--- src/rtl/pulse_width_meter_pkg.sv ---
// ----------------------------------------------------------------------------
// pulse_width_meter_pkg
// Shared types and default constants for the pulse width meter:
//   fsm_t     - measurement FSM states (IDLE until the first edge, then MEASURE)
//   report_t  - one completed-run report (level, length, short/long/sat flags)
//   DEF_*     - default counter widths and per-level run-length bounds
// ----------------------------------------------------------------------------
package pulse_width_meter_pkg;

    // Widest run-length counter the report structure can carry.
    localparam int LEN_W_MAX = 32;

    localparam int DEF_CNT_WIDTH  = 16;
    localparam int DEF_DROP_WIDTH = 8;
    localparam int DEF_LEN_0_MIN  = 10;
    localparam int DEF_LEN_0_MAX  = 20;
    localparam int DEF_LEN_1_MIN  = 30;
    localparam int DEF_LEN_1_MAX  = 40;

    typedef enum logic {
        IDLE    = 1'b0,
        MEASURE = 1'b1
    } fsm_t;

    // len is zero-extended from the configured counter width.
    typedef struct packed {
        logic                 level;
        logic [LEN_W_MAX-1:0] len;
        logic                 is_short;
        logic                 is_long;
        logic                 sat;
    } report_t;

endpackage

--- src/rtl/pulse_width_meter_if.sv ---
// ----------------------------------------------------------------------------
// pulse_width_meter_if
// Valid/ready report bus of the pulse width meter.
//   o_valid  - report available (meter -> consumer)
//   i_ready  - consumer accepts the report (consumer -> meter)
//   o_level  - level of the reported run
//   o_len    - run length in clock cycles
//   o_short  - length below the minimum for o_level
//   o_long   - length above the maximum for o_level, or counter saturated
//   o_sat    - counter saturated during the run
// Modports: master = meter side, slave = consumer side.
// ----------------------------------------------------------------------------
interface pulse_width_meter_if
    import pulse_width_meter_pkg::*;
#(
    parameter int CNT_WIDTH = DEF_CNT_WIDTH
) ();

    logic                 o_valid;
    logic                 i_ready;
    logic                 o_level;
    logic [CNT_WIDTH-1:0] o_len;
    logic                 o_short;
    logic                 o_long;
    logic                 o_sat;

    modport master (
        output o_valid, o_level, o_len, o_short, o_long, o_sat,
        input  i_ready
    );

    modport slave (
        input  o_valid, o_level, o_len, o_short, o_long, o_sat,
        output i_ready
    );

endinterface

--- src/rtl/run_length_counter.sv ---
// ----------------------------------------------------------------------------
// run_length_counter
// Registers the monitored level, detects level changes and counts how many
// clock edges the registered level has been held.
//   i_clk    - clock
//   i_a_rst  - asynchronous active-high reset
//   i_state  - monitored level
//   o_s_q    - registered level (level of the run being counted)
//   o_edge   - i_state differs from o_s_q at this edge (combinational)
//   o_cnt    - run length so far, saturating at all-ones
//   o_sat    - an increment was blocked during the current run
// ----------------------------------------------------------------------------
module run_length_counter
    import pulse_width_meter_pkg::*;
#(
    parameter int CNT_WIDTH = DEF_CNT_WIDTH
) (
    input  logic                 i_clk,
    input  logic                 i_a_rst,
    input  logic                 i_state,
    output logic                 o_s_q,
    output logic                 o_edge,
    output logic [CNT_WIDTH-1:0] o_cnt,
    output logic                 o_sat
);

    localparam logic [CNT_WIDTH-1:0] CNT_MAX = '1;

    function automatic logic [CNT_WIDTH-1:0] sat_inc(input logic [CNT_WIDTH-1:0] v);
        return (v == CNT_MAX) ? v : v + CNT_WIDTH'(1);
    endfunction

    logic                 r_s_q;
    logic [CNT_WIDTH-1:0] r_cnt;
    logic                 r_sat;
    logic                 w_edge;

    assign w_edge = (i_state != r_s_q);

    always_ff @(posedge i_clk or posedge i_a_rst) begin
        if (i_a_rst) begin
            r_s_q <= 1'b0;
            r_cnt <= '0;
            r_sat <= 1'b0;
        end else begin
            r_s_q <= i_state;
            if (w_edge) begin
                // New run: this edge is its first sampled cycle.
                r_cnt <= CNT_WIDTH'(1);
                r_sat <= 1'b0;
            end else begin
                r_cnt <= sat_inc(r_cnt);
                if (r_cnt == CNT_MAX) begin
                    r_sat <= 1'b1;
                end
            end
        end
    end

    assign o_s_q  = r_s_q;
    assign o_edge = w_edge;
    assign o_cnt  = r_cnt;
    assign o_sat  = r_sat;

endmodule

--- src/rtl/pulse_width_meter.sv ---
// ----------------------------------------------------------------------------
// pulse_width_meter
// Measures every completed run of constant level on i_state, checks it
// against per-level min/max bounds and emits one report per run on a
// valid/ready bus. The run in progress at reset has an unknown start and is
// never reported.
//   i_clk       - clock
//   i_a_rst     - asynchronous active-high reset
//   i_state     - monitored level
//   i_clr       - pulse clearing o_err and o_drop_cnt (a coincident set wins)
//   rpt         - report bus (master side), see pulse_width_meter_if
//   o_drop_cnt  - reports discarded under backpressure, saturating
//   o_err       - sticky: short, long, sat or drop seen since reset/clear
// ----------------------------------------------------------------------------
module pulse_width_meter
    import pulse_width_meter_pkg::*;
#(
    parameter int CNT_WIDTH  = DEF_CNT_WIDTH,
    parameter int LEN_0_MIN  = DEF_LEN_0_MIN,
    parameter int LEN_0_MAX  = DEF_LEN_0_MAX,
    parameter int LEN_1_MIN  = DEF_LEN_1_MIN,
    parameter int LEN_1_MAX  = DEF_LEN_1_MAX,
    parameter int DROP_WIDTH = DEF_DROP_WIDTH
) (
    input  logic                    i_clk,
    input  logic                    i_a_rst,
    input  logic                    i_state,
    input  logic                    i_clr,
    pulse_width_meter_if.master     rpt,
    output logic [DROP_WIDTH-1:0]   o_drop_cnt,
    output logic                    o_err
);

    localparam longint CNT_LIMIT = (longint'(1) << CNT_WIDTH) - 1;

    if (CNT_WIDTH > LEN_W_MAX) begin : g_bad_width
        $error("pulse_width_meter: CNT_WIDTH exceeds report length field");
    end
    if ((LEN_0_MIN > LEN_0_MAX) || (LEN_1_MIN > LEN_1_MAX)) begin : g_bad_order
        $error("pulse_width_meter: a MIN bound exceeds its MAX bound");
    end
    if ((LEN_0_MAX >= CNT_LIMIT) || (LEN_1_MAX >= CNT_LIMIT)) begin : g_bad_max
        $error("pulse_width_meter: a MAX bound is not below counter saturation");
    end

    function automatic logic [DROP_WIDTH-1:0] drop_inc(input logic [DROP_WIDTH-1:0] v);
        return (&v) ? v : v + DROP_WIDTH'(1);
    endfunction

    logic                  w_s_q;
    logic                  w_edge;
    logic [CNT_WIDTH-1:0]  w_cnt;
    logic                  w_sat;

    run_length_counter #(
        .CNT_WIDTH (CNT_WIDTH)
    ) u_rlc (
        .i_clk   (i_clk),
        .i_a_rst (i_a_rst),
        .i_state (i_state),
        .o_s_q   (w_s_q),
        .o_edge  (w_edge),
        .o_cnt   (w_cnt),
        .o_sat   (w_sat)
    );

    // FSM: only edges seen in MEASURE close a run with a known start.
    fsm_t r_state;
    fsm_t w_state_nxt;
    logic w_complete;

    always_ff @(posedge i_clk or posedge i_a_rst) begin
        if (i_a_rst) begin
            r_state <= IDLE;
        end else begin
            r_state <= w_state_nxt;
        end
    end

    always_comb begin
        w_state_nxt = r_state;
        w_complete  = 1'b0;
        case (r_state)
            IDLE: begin
                if (w_edge) begin
                    w_state_nxt = MEASURE;
                end
            end
            MEASURE: begin
                w_complete = w_edge;
            end
            default: begin
                w_state_nxt = IDLE;
            end
        endcase
    end

    // Stage p0: classify the run that closes at this edge.
    logic [CNT_WIDTH-1:0] w_min_p0;
    logic [CNT_WIDTH-1:0] w_max_p0;
    report_t              w_rpt_p0;

    assign w_min_p0 = w_s_q ? CNT_WIDTH'(LEN_1_MIN) : CNT_WIDTH'(LEN_0_MIN);
    assign w_max_p0 = w_s_q ? CNT_WIDTH'(LEN_1_MAX) : CNT_WIDTH'(LEN_0_MAX);

    always_comb begin
        w_rpt_p0          = '0;
        w_rpt_p0.level    = w_s_q;
        w_rpt_p0.len      = LEN_W_MAX'(w_cnt);
        w_rpt_p0.is_short = (w_cnt < w_min_p0);
        w_rpt_p0.is_long  = (w_cnt > w_max_p0) || w_sat;
        w_rpt_p0.sat      = w_sat;
    end

    // A new report may enter whenever the holding register is empty or
    // is being emptied in this very cycle.
    logic w_load;
    logic w_drop;
    logic w_err_set;

    assign w_load    = w_complete && (!rpt.o_valid || rpt.i_ready);
    assign w_drop    = w_complete && rpt.o_valid && !rpt.i_ready;
    assign w_err_set = (w_load && (w_rpt_p0.is_short || w_rpt_p0.is_long || w_rpt_p0.sat))
                     || w_drop;

    // Stage p1: report holding register plus drop/error bookkeeping.
    report_t               r_rpt_p1;
    logic                  r_vld_p1;
    logic [DROP_WIDTH-1:0] r_drop_cnt;
    logic                  r_err;

    always_ff @(posedge i_clk or posedge i_a_rst) begin
        if (i_a_rst) begin
            r_rpt_p1   <= '0;
            r_vld_p1   <= 1'b0;
            r_drop_cnt <= '0;
            r_err      <= 1'b0;
        end else begin
            if (w_load) begin
                r_rpt_p1 <= w_rpt_p0;
                r_vld_p1 <= 1'b1;
            end else if (rpt.i_ready) begin
                r_vld_p1 <= 1'b0;
            end

            // A drop coinciding with a clear restarts the count at one.
            if (w_drop) begin
                r_drop_cnt <= i_clr ? DROP_WIDTH'(1) : drop_inc(r_drop_cnt);
            end else if (i_clr) begin
                r_drop_cnt <= '0;
            end

            if (w_err_set) begin
                r_err <= 1'b1;
            end else if (i_clr) begin
                r_err <= 1'b0;
            end
        end
    end

    // Upper length bits are zero-extension only.
    if (CNT_WIDTH < LEN_W_MAX) begin : g_len_hi
        logic w_unused_len_hi;
        assign w_unused_len_hi = ^r_rpt_p1.len[LEN_W_MAX-1:CNT_WIDTH];
    end

    assign rpt.o_valid = r_vld_p1;
    assign rpt.o_level = r_rpt_p1.level;
    assign rpt.o_len   = r_rpt_p1.len[CNT_WIDTH-1:0];
    assign rpt.o_short = r_rpt_p1.is_short;
    assign rpt.o_long  = r_rpt_p1.is_long;
    assign rpt.o_sat   = r_rpt_p1.sat;
    assign o_drop_cnt  = r_drop_cnt;
    assign o_err       = r_err;

endmodule

--- src/flat_wrapper.sv ---
// flat-port wrapper written by rule: the top's interface ports become plain ports
module pulse_width_meter_flat import pulse_width_meter_pkg::*;
#(
    parameter int CNT_WIDTH  = DEF_CNT_WIDTH,
    parameter int LEN_0_MIN  = DEF_LEN_0_MIN,
    parameter int LEN_0_MAX  = DEF_LEN_0_MAX,
    parameter int LEN_1_MIN  = DEF_LEN_1_MIN,
    parameter int LEN_1_MAX  = DEF_LEN_1_MAX,
    parameter int DROP_WIDTH = DEF_DROP_WIDTH
)
  (i_clk, i_a_rst, i_state, i_clr, o_drop_cnt, o_err, rpt_o_valid, rpt_o_level, rpt_o_len, rpt_o_short, rpt_o_long, rpt_o_sat, rpt_i_ready);
  pulse_width_meter_if #(.CNT_WIDTH(CNT_WIDTH)) rpt_i ();
  input  logic i_clk;
  input  logic i_a_rst;
  input  logic i_state;
  input  logic i_clr;
  output logic [DROP_WIDTH-1:0] o_drop_cnt;
  output logic o_err;
  output wire logic [$bits(rpt_i.o_valid)-1:0] rpt_o_valid;
  output wire logic [$bits(rpt_i.o_level)-1:0] rpt_o_level;
  output wire logic [$bits(rpt_i.o_len)-1:0] rpt_o_len;
  output wire logic [$bits(rpt_i.o_short)-1:0] rpt_o_short;
  output wire logic [$bits(rpt_i.o_long)-1:0] rpt_o_long;
  output wire logic [$bits(rpt_i.o_sat)-1:0] rpt_o_sat;
  input wire logic [$bits(rpt_i.i_ready)-1:0] rpt_i_ready;
  assign rpt_o_valid = rpt_i.o_valid;
  assign rpt_o_level = rpt_i.o_level;
  assign rpt_o_len = rpt_i.o_len;
  assign rpt_o_short = rpt_i.o_short;
  assign rpt_o_long = rpt_i.o_long;
  assign rpt_o_sat = rpt_i.o_sat;
  assign rpt_i.i_ready = rpt_i_ready;
  pulse_width_meter #(.CNT_WIDTH(CNT_WIDTH), .LEN_0_MIN(LEN_0_MIN), .LEN_0_MAX(LEN_0_MAX), .LEN_1_MIN(LEN_1_MIN), .LEN_1_MAX(LEN_1_MAX), .DROP_WIDTH(DROP_WIDTH)) u_core (.i_clk(i_clk), .i_a_rst(i_a_rst), .i_state(i_state), .i_clr(i_clr), .rpt(rpt_i), .o_drop_cnt(o_drop_cnt), .o_err(o_err));
endmodule
--- config.mk ---
export PLATFORM = sky130hd
export DESIGN_NAME = pulse_width_meter_flat
export DESIGN_NICKNAME = d
export VERILOG_FILES = /design/src/rtl/pulse_width_meter_pkg.sv /design/src/rtl/pulse_width_meter_if.sv /design/src/rtl/run_length_counter.sv /design/src/rtl/pulse_width_meter.sv /design/src/flat_wrapper.sv
export SDC_FILE = /design/constraint.sdc
export NUM_CORES = 1
export LEC_CHECK = 0
export BUFFER_PORTS_ARGS = -buffer_cell sky130_fd_sc_hd__buf_2
export CORE_AREA = 2 2 94 96
export DETAILED_ROUTE_END_ITERATION = 16
export DIE_AREA = 0 0 96 98
export PLACE_DENSITY = 0.45
export SLEW_MARGIN = 20
export SYNTH_ARGS = -nofsm -noshare
export SYNTH_HDL_FRONTEND = slang
export SYNTH_HIERARCHICAL = 1
export SYNTH_SLANG_ARGS = --single-unit
--- constraint.sdc ---
create_clock -name i_clk -period 2.9 [get_ports i_clk]
set_input_delay 0.29 -clock i_clk [delete_from_list [all_inputs] [get_ports i_clk]]
set_output_delay 0.29 -clock i_clk [all_outputs]
set_load 0.01 [all_outputs]
==> results_dict.tcl, run 1 <==
set metrics [dict create \
    antenna_cells 0 \
    synth_ff_type "dfrtp_1" \
    io_buffers 34 \
    tritoncts "built" \
    synth_top_area_cell "dfrtp_1" \
    grt_pass1_vias 1828 \
    status "complete, no violations" \
    rows 34 \
    clk_latency_ns 0.30 \
    yosys.area_share.simple 0.194 \
    ys_seq_area_frac 0.501 \
    fill_cells 875 \
    synthXorXnorAreaFrac 0.0250 \
    cp.required_ns 3.08 \
    worstMarginPinSlew_ns 0.741 \
    setup.worst_path.start_class "flop" \
    post_drt_wl_per_cell_um 15.2 \
    grt_max_degree 32 \
    setup_viol 0 \
    rsz0062_at_grt "no" \
    grt_remaining_overflow 0 \
    die-area_mm2 0.00941 \
    die_x_um 96 \
    synthTopCellsByArea "dfrtp_1 (50%), mux2_1 (4.6%), ha_1 (4.1%), mux2_2 (3.7%), nor2_1 (2.1%)" \
    postCtsSetupBuffers 0 \
    synth_adder_area_share 0.0409 \
    synth_top_family_by_area "simple AND/OR/NAND/NOR gates" \
    drc_errors 0 \
    grt_pass1_wl_um 9360 \
    drive_gt1_frac 0.240 \
    dp_hpwl_um 4100 \
    min_period_ns 2.10 \
    dr.first_iter.drc_count 36 \
    synth_cell_type_count 50 \
    cp-end-kind "flop" \
    max_stage_delay_ns 0.45 \
    core_area_mm2 0.00847 \
    clk_path_buf_depth 2 \
    yosys_warnings 6 \
    min_period_over_period 0.723 \
    syn_to_final_growth_pct 16.0 \
    hold_viol_final 0 \
    powerDensity_mw_per_mm2 481 \
    start_util 0.289 \
    crit_type "flop to flop" \
    clockRootBuffer "clkbuf_8" \
    maxSlewHeadroom 0.506 \
    synth_top_area_share 0.501 \
    antenna_found_initial 0 \
    hold_path.class "primary input to asynchronous set/reset pin" \
    drt-total-wl_um 5580 \
    yosys-top-cells-count "dfrtp_1 (49), nor2_1 (14), inv_1 (11)" \
    max_freq_ghz 0.477 \
    postRouteAntennaNets 0 \
    htreeDepth 2 \
    synth_seq_cells 49 \
    ios 35 \
    path_clk_slew_ns 0.09 \
    worst_ep_arrival_time_ns 2.28 \
    synth_most_common_cell "dfrtp_1" \
    slew_viol_final 0 \
    drt_first_pass_iters 4 \
    fin_nets 271 \
    cp_slowest_cell "dfrtp_1" \
    p_leak_uw 0.00139 \
    drv_cap 0 \
    dr_total_vias 1845 \
    syn_inst 219 \
    vdd_drop_max_mv 0.202 \
    skew_ns 0.00928 \
    hold_buffers 0 \
    cts_resized 0 \
    numCtsBuffers 5 \
    cts.sinks 49 \
    final.setup.tns_ns 0 \
    die_h_um 98 \
    via_per_inst 5.04 \
    track_usage 0.128 \
    syn_nets 232 \
    synthMuxAreaShare 0.0910 \
    syn_area_mm2 0.00245 \
    synth_compound_area_frac 0.114 \
    hold_slack_ns 0.0635 \
    synth-edff-count 0 \
    crit_chain "xnor2_1 -> clkinv_1 -> nand2_1 -> nor2b_2 -> buf_4 -> mux2_2" \
    syn_avg_cell_area_um2 11.2 \
    critPathMaxFanout 20 \
    synthArstFlopShare 1.00 \
    gp_congestion 0.710 \
]
report_power, final:
group	total [uW]	internal [uW]	switching [uW]	leakage (uW)
clock network	410	190	220	0.0000443
logic	195	81.0	114	0.000695
registers	760	722	38.4	0.000654
total	1370	993	373	0.00139
state kept, by name (all words and copies together) (netlist names):
| register | count |
|---|---|
| u_core/o_drop_cnt | 8 |
| u_core/o_err | 1 |
| u_core/r_state | 1 |
| u_core/rpt.o_len | 16 |
| u_core/rpt.o_level | 1 |
| u_core/rpt.o_long | 1 |
| u_core/rpt.o_sat | 1 |
| u_core/rpt.o_short | 1 |
| u_core/rpt.o_valid | 1 |
| u_core/u_rlc/o_cnt | 16 |
| u_core/u_rlc/o_s_q | 1 |
| u_core/u_rlc/o_sat | 1 |
worst max-delay path, delay by kind of cell, from the launching register on:
family	cells	cell delay, ns
flip-flops	1	0.45
multiplexers	1	0.36
AND/OR/NAND/NOR	2	0.42
XOR/XNOR	1	0.24
buffers and inverters	2	0.50
routing by layer:
| layer | global-route usage | part of all wire | up-vias | routed length [um] |
|---|---|---|---|---|
| li1 | - | - | 890 | - |
| met1 | 0.165 | 0.45 | 916 | 2520 |
| met2 | 0.216 | 0.51 | 33 | 2830 |
| met3 | 0.0255 | 0.032 | 6 | 180 |
| met4 | 0.0330 | 0.0075 | 0 | 42 |
| met5 | 0 | 0 | - | 0 |
final timing paths:
path | endpoint | from | cells past startpoint | slack [ns]
worst min-delay path | u_core/rpt.o_len[7] | i_a_rst | 3 | 0.06
worst min register to register | u_core/rpt.o_len[0] | u_core/rpt.o_len[0] | 1 | 0.49
worst max register to register | u_core/rpt.o_len[9] | u_core/u_rlc/o_s_q | 6 | 0.80
min in group i_clk | u_core/u_rlc/o_s_q | i_state | 1 | 0.11
max in group asynchronous | u_core/u_rlc/o_cnt[15] | i_a_rst | 2 | 2.31
worst max-delay path | u_core/rpt.o_len[9] | u_core/u_rlc/o_s_q | 6 | 0.80
layout make-up:
class	count	area, um^2	share of cell area
clock buffer	7	86.3	0.0304
inverter	12	45.0	0.0159
multi-input combinational	151	1140	0.401
sequential	49	1230	0.432
tap	108	135	0.0476
timing repair buffer	39	208	0.0731
cell usage in the layout (no fill, tap or decap), drive strengths merged, types with 3 or more instances in the layout:
cell    count
a21oi       7
and3        5
and4        3
buf        39
clkbuf      7
dfrtp      49
ha          8
inv        11
mux2       18
nand2       8
nand3      10
nand4       6
nor2       14
nor2b       3
nor3        6
nor4        3
o211ai      6
o21ai       8
or3         5
or4         5
xor2        5
logic make-up (layout without fill, tap and decap cells):
group                    after synthesis  after routing
AND/OR/NAND/NOR                       76             76
flip-flops                            49             49
AO/OA/AOI/OAI                         40             40
multiplexers                          20             20
buffers and inverters                 19             58
adder cells (fa/ha/maj)                8              8
XOR/XNOR                               7              7
through the flow:
stage / power [uW] / instance area, um^2 / util / std cells / worst slack (ns)
3_5_place_dp: 975 / 2750 / 0.325 / 359 / 0.802
4_1_cts: 1390 / 2840 / 0.336 / 366 / 0.783
5_1_grt: 1450 / 2840 / 0.336 / 366 / 0.618
6_report: 1370 / 2840 / 0.336 / 366 / 0.804
2_1_floorplan: 895 / 2450 / - / 219 / 0.812
3_3_place_gp: 973 / 2750 / 0.325 / 359 / 0.782
(Power assumes the default switching activity.)
==> run 2: changes to the inputs <==
Settings changed: ABC_AREA from default to 1, CORE_AREA 2 2 94 96 to 2 2 98 100, DIE_AREA 0 0 96 98 to 0 0 100 102.
Clock period 2.9 ns to 2.1 ns, I/O delays scaled along.
==> run 2 against run 1 <==
- synthesized cell count rose by 61%
- first-iteration DRC count rose to 3.2 times the previous value
- sequential cell count did not move
- critical endpoint is now u_core/rpt.o_len[1]
- largest cell class is now multi-input combinational cells
==> results_dict.tcl, run 2 <==
set metrics [dict create \
    via_per_inst 4.56 \
    gp_congestion 0.784 \
    antenna_cells 0 \
    drive_gt1_frac 0.205 \
    synth_ff_type "dfrtp_1" \
    antenna_found_initial 0 \
    cts_resized 0 \
    syn_inst 353 \
    clk_path_buf_depth 2 \
    start_util 0.297 \
    numCtsBuffers 5 \
    synth_seq_cells 49 \
    syn_avg_cell_area_um2 7.66 \
    dr.first_iter.drc_count 115 \
    postRouteAntennaNets 0 \
    drt_first_pass_iters 4 \
    path_clk_slew_ns 0.09 \
    max_freq_ghz 0.611 \
    post_drt_wl_per_cell_um 13.0 \
    final_cell_mix "nand2_1 (126), dfrtp_1 (49), nor2_1 (35)" \
    grt_pass1_wl_um 11200 \
    tritoncts "built" \
    setup_viol 0 \
    hold_path.class "primary input to flop" \
    core_area_mm2 0.00911 \
    clockRootBuffer "clkbuf_8" \
    postCtsSetupBuffers 0 \
    skew_ns 0.0109 \
    dp.cells 498 \
    yosys_warnings 6 \
    die-area_mm2 0.0102 \
    drv_cap 0 \
    place_area_mm2 0.00301 \
    setup.worst_path.start_class "flop" \
    drt-total-wl_um 6580 \
    min_period_over_period 0.780 \
    final.setup.tns_ns 0 \
    synthArstFlopShare 1.00 \
    crit_chain "xor2_2 -> nand2_2 -> nor2_8 -> inv_2 -> nand2_1 -> o21ai_1" \
    htreeDepth 2 \
    syn_area_mm2 0.00270 \
    synth_most_common_cell "nand2_1" \
    status "complete, no violations" \
    dr_total_vias 2314 \
    synthTopCellsByArea "dfrtp_1 (45%), nand2_1 (18%), nand3_1 (5.7%), nor2_1 (4.9%), inv_1 (4.0%)" \
    syn_to_final_growth_pct 15.5 \
    die_x_um 100 \
    yosys-top-cells-count "nand2_1 (126), dfrtp_1 (49), nor2_1 (35)" \
    grt_max_degree 32 \
    hold_viol_final 0 \
    rows 35 \
    dp_hpwl_um 4880 \
    critPathMaxFanout 23 \
    final_common_cell "nand2_1" \
    synth_top_area_share 0.454 \
    vdd_drop_max_mv 0.229 \
    grt_pass1_vias 2282 \
    die_h_um 102 \
    cp_slowest_cell "dfrtp_1" \
    worst_ep_arrival_time_ns 1.83 \
    crit_type "flop to flop" \
    maxSlewHeadroom 0.492 \
    min_period_ns 1.64 \
    max_stage_delay_ns 0.43 \
    powerDensity_mw_per_mm2 623 \
    clk_latency_ns 0.30 \
    cp.required_ns 2.29 \
    fin_nets 408 \
    grt_remaining_overflow 0 \
    track_usage 0.140 \
    cp-end-kind "flop" \
    drc_errors 0 \
    p_leak_uw 0.00167 \
    final_cells 507 \
    final_area_mm2 0.00312 \
    synth-edff-count 0 \
    worstMarginPinSlew_ns 0.761 \
    ios 35 \
    rsz0062_at_grt "no" \
    syn_nets 366 \
    cts.sinks 49 \
    io_buffers 34 \
    ys_seq_area_frac 0.454 \
    slew_viol_final 0 \
    synth_top_area_cell "dfrtp_1" \
    synth_cell_type_count 28 \
]
==> run 2: layout make-up <==
| cell class | count | area (um^2) |
|---|---|---|
| tap | 111 | 139 |
| clock buffer | 7 | 96.3 |
| fill | 994 | 5990 |
| multi-input combinational | 265 | 1310 |
| sequential | 49 | 1230 |
| inverter | 34 | 128 |
| timing repair buffer | 40 | 218 |
| clock inverter | 1 | 5.00 |
==> run 2: layer usage <==
| layer | GRT usage | vias to the layer above | wire length (um) |
|---|---|---|---|
| li1 | - | 1200 | - |
| met1 | 0.191 | 1074 | 3340 |
| met2 | 0.225 | 34 | 2940 |
| met3 | 0.0260 | 6 | 218 |
| met4 | 0.0464 | 0 | 83 |
| met5 | 0 | - | 0 |
==> run 2: path summary, 6_finish.rpt <==
kind / from / end / slack [ns] / cells past startpoint
worst min register to register: u_core/rpt.o_len[8] / u_core/rpt.o_len[8] / 0.47 / 2
min in group asynchronous: i_a_rst / u_core/o_drop_cnt[5] / 0.55 / 4
max in group asynchronous: i_a_rst / u_core/u_rlc/o_cnt[14] / 1.02 / 3
worst max-delay path: u_core/u_rlc/o_s_q / u_core/rpt.o_len[1] / 0.46 / 6
worst min-delay path: i_state / u_core/u_rlc/o_s_q / 0.06 / 1
worst max register to register: u_core/u_rlc/o_s_q / u_core/rpt.o_len[1] / 0.46 / 6
==> run 2: repair_timing <==
action,4_1_cts,5_1_grt
hold buffers,1,0
endpoints found under the setup margin,0,0
endpoints found under the hold margin,11,0
==> run 2: power breakdown <==
group	leakage, uW	switching (uW)	internal [uW]
Clock	0.0000542	316	298
Sequential	0.000657	43.9	992
Combinational	0.000959	192	101
==> run 2: cells by family (layout without fill, tap and decap cells) <==
family / count (synthesis) / after routing / share of synthesized area
fa+ha+maj: 8 / 8 / 0.0370
compound gates: 22 / 22 / 0.0454
simple gates: 233 / 233 / 0.393
xor+xnor: 2 / 2 / 0.00926
buf+inv: 39 / 82 / 0.0620
flops: 49 / 49 / 0.454
==> run 2: per-stage QoR <==
stage                     worst slack, ns  total power (uW)   util  hold slack, ns
after global routing                0.269              2080  0.343          0.0474
final                               0.463              1940  0.343          0.0628
after global placement              0.429              1350  0.330           0.333
after CTS                           0.424              1980  0.343          0.0597
after floorplan                     0.656              1250      -           0.149
after detailed placement            0.440              1350  0.330           0.335
==> run 2: worst max-delay path: cells and delay by family, from the launching register on <==
family | cells | cell delay, ns
buffers and inverters | 1 | 0.24
and+or+nand+nor | 3 | 0.54
AOI/OAI and AO/OA | 1 | 0.06
DFF | 1 | 0.43
xor gates and xnor gates | 1 | 0.26
==> run 3: changes to the inputs <==
Settings changed: PLACE_DENSITY 0.45 to 0.47.
Clock period 2.1 ns to 1.33 ns, I/O delays scaled along.
==> run 3 against run 2 <==
- the run now ends with setup timing left
- critical path depth increased by 3
- utilization grew 11 points
- clock skew fell by 0.0042 ns
- clock power rose by 46%
- hold slack got worse by 0.035 ns
- cell area grew 32%
- highest routed layer unchanged
==> results_dict.tcl, run 3 (synthesized netlist as in run 2, its figures left out) <==
set metrics [dict create \
    drc_errors 0 \
    crit_type "flop to flop" \
    status "finished, violations left" \
    core_area_mm2 0.00911 \
    die_x_um 100 \
    grt_remaining_overflow 0 \
    final_common_cell "nand2_1" \
    final.setup.tns_ns -2.13 \
    rsz0062_at_grt "yes" \
    clk_path_buf_depth 2 \
    grt_pass1_wl_um 12000 \
    critPathTopFamily "flip-flops" \
    cp-end-kind "flop" \
    critPathMaxFanout 6 \
    max_freq_ghz 0.687 \
    io_buffers 34 \
    numCtsBuffers 5 \
    grt_max_degree 32 \
    skew_ns 0.00670 \
    dr_wl_met2_um 3800 \
    htreeDepth 2 \
    reg2reg_slack_ns -0.13 \
    top_layer "met4" \
    die-area_mm2 0.0102 \
    timing.rr.end "u_core/o_err" \
    crit_cells 9 \
    syn_to_final_growth_pct 52.1 \
    wl_met1_um 3480 \
    rr_worst_depth 9 \
    clk_latency_ns 0.30 \
    dr_total_vias 2623 \
    timing.rr.start "u_core/u_rlc/o_s_q" \
    slew_viol_final 0 \
    grt_pass1_vias 2500 \
    cts.sinks 49 \
    setup_slack_ns -0.126 \
    power.total_uw 3440 \
    hold_viol_final 0 \
    crit_chain "clkinv_4 -> buf_4 -> ha_1 -> o21bai_1 -> nand2_1 -> nand2_1 -> nor2_1 -> nor2_1 -> nand2_1" \
    cp_common_cell "nand2_1" \
    worst-path-buf-inv 2 \
    final_cell_mix "nand2_1 (83), nand2_2 (44), dfrtp_1 (40)" \
    dp_hpwl_um 5200 \
    antenna_cells 0 \
    hold_slack_ns 0.0282 \
    cp-endpoint "u_core/o_err" \
    min_period_over_period 1.09 \
    cp.required_ns 1.58 \
    vdd_drop_max_mv 0.391 \
    antenna_found_initial 0 \
    wl_met3_um 194 \
    worstMarginPinSlew_ns 0.412 \
    violations "setup timing" \
    drive_gt1_frac 0.491 \
    hold_path.class "primary input to flop" \
    track_usage 0.150 \
    maxSlewHeadroom 0.725 \
    min_period_ns 1.46 \
    clockRootBuffer "clkbuf_8" \
    path_clk_slew_ns 0.09 \
    ios 35 \
    rows 35 \
    die_h_um 102 \
    cp-startpoint "u_core/u_rlc/o_s_q" \
    drt-total-wl_um 7640 \
    worst_ep_arrival_time_ns 1.70 \
    postRouteAntennaNets 0 \
    setup_viol 40 \
    cp_slowest_cell "dfrtp_2" \
    min_from "i_state" \
    via_per_inst 4.66 \
    max_stage_delay_ns 0.46 \
    drv_cap 0 \
    setup.worst_path.start_class "flop" \
    p_leak_uw 0.00212 \
    start_util 0.297 \
    drt_first_pass_iters 4 \
    fin_nets 465 \
    post_drt_wl_per_cell_um 13.6 \
    gp_congestion 0.828 \
    dr.first_iter.drc_count 63 \
    tritoncts "built" \
    powerDensity_mw_per_mm2 837 \
]
## run 3: cell types whose count changed in the layout (fill, tap and decap cells not counted), sizes merged
| cell | change |
|---|---|
| buf | +53 |
| clkinv | +1 |
| inv | +1 |
| nand2 | +1 |
## run 3: how the worst min path moves through the flow
stage	cells after the start	endpoint	slack [ns]
final	1	u_core/u_rlc/o_s_q	0.03
after global placement	3	u_core/u_rlc/o_cnt[13]	0.19
after CTS	1	u_core/u_rlc/o_s_q	0.02
after floorplan	1	u_core/u_rlc/o_cnt[0]	0.07
after global routing	1	u_core/u_rlc/o_s_q	0.008
after detailed placement	3	u_core/u_rlc/o_cnt[13]	0.19
## run 3: cell type report
cell class | instances | area, um^2
Tap cell | 111 | 139
Timing Repair Buffer | 93 | 741
Clock buffer | 7 | 86.3
Sequential cell | 49 | 1240
Timing Repair inverter | 3 | 38.8
Multi-Input combinational cell | 266 | 1720
Inverter | 34 | 150
Fill cell | 919 | 5000
## run 3: repair_timing
| item | CTS | global route |
|---|---|---|
| gates cloned | 2 | 4 |
| setup buffers | 7 | 12 |
| endpoints found under the setup margin | 44 | 47 |
| endpoints found under the hold margin | 49 | 0 |
| pin swaps | 15 | 25 |
| resized for setup | 30 | 112 |
| hold buffers | 1 | 0 |
## run 3: routing by layer
| layer | track usage | vias to the layer above |
|---|---|---|
| met5 | 0 | - |
| met4 | 0.0485 | 0 |
| met3 | 0.0267 | 14 |
| met2 | 0.264 | 40 |
| met1 | 0.187 | 1255 |
| li1 | - | 1314 |
## run 3: power by group
| part | switching [uW] | internal [uW] | total, uW |
|---|---|---|---|
| clock network | 484 | 414 | 898 |
| registers | 75.0 | 1570 | 1640 |
| logic | 488 | 411 | 899 |
| total | 1050 | 2390 | 3440 |
## run 3: metrics by stage
| step | cells | utilization | area, um^2 | setup WS, ns |
|---|---|---|---|---|
| 6_report | 563 | 0.451 | 4110 | -0.126 |
| 5_1_grt | 563 | 0.451 | 4110 | -0.206 |
| 4_1_cts | 548 | 0.394 | 3590 | -0.0870 |
| 3_5_place_dp | 532 | 0.360 | 3280 | -0.131 |
| 3_3_place_gp | 532 | 0.360 | 3280 | -0.102 |
| 2_1_floorplan | 353 | - | 2720 | -0.0542 |
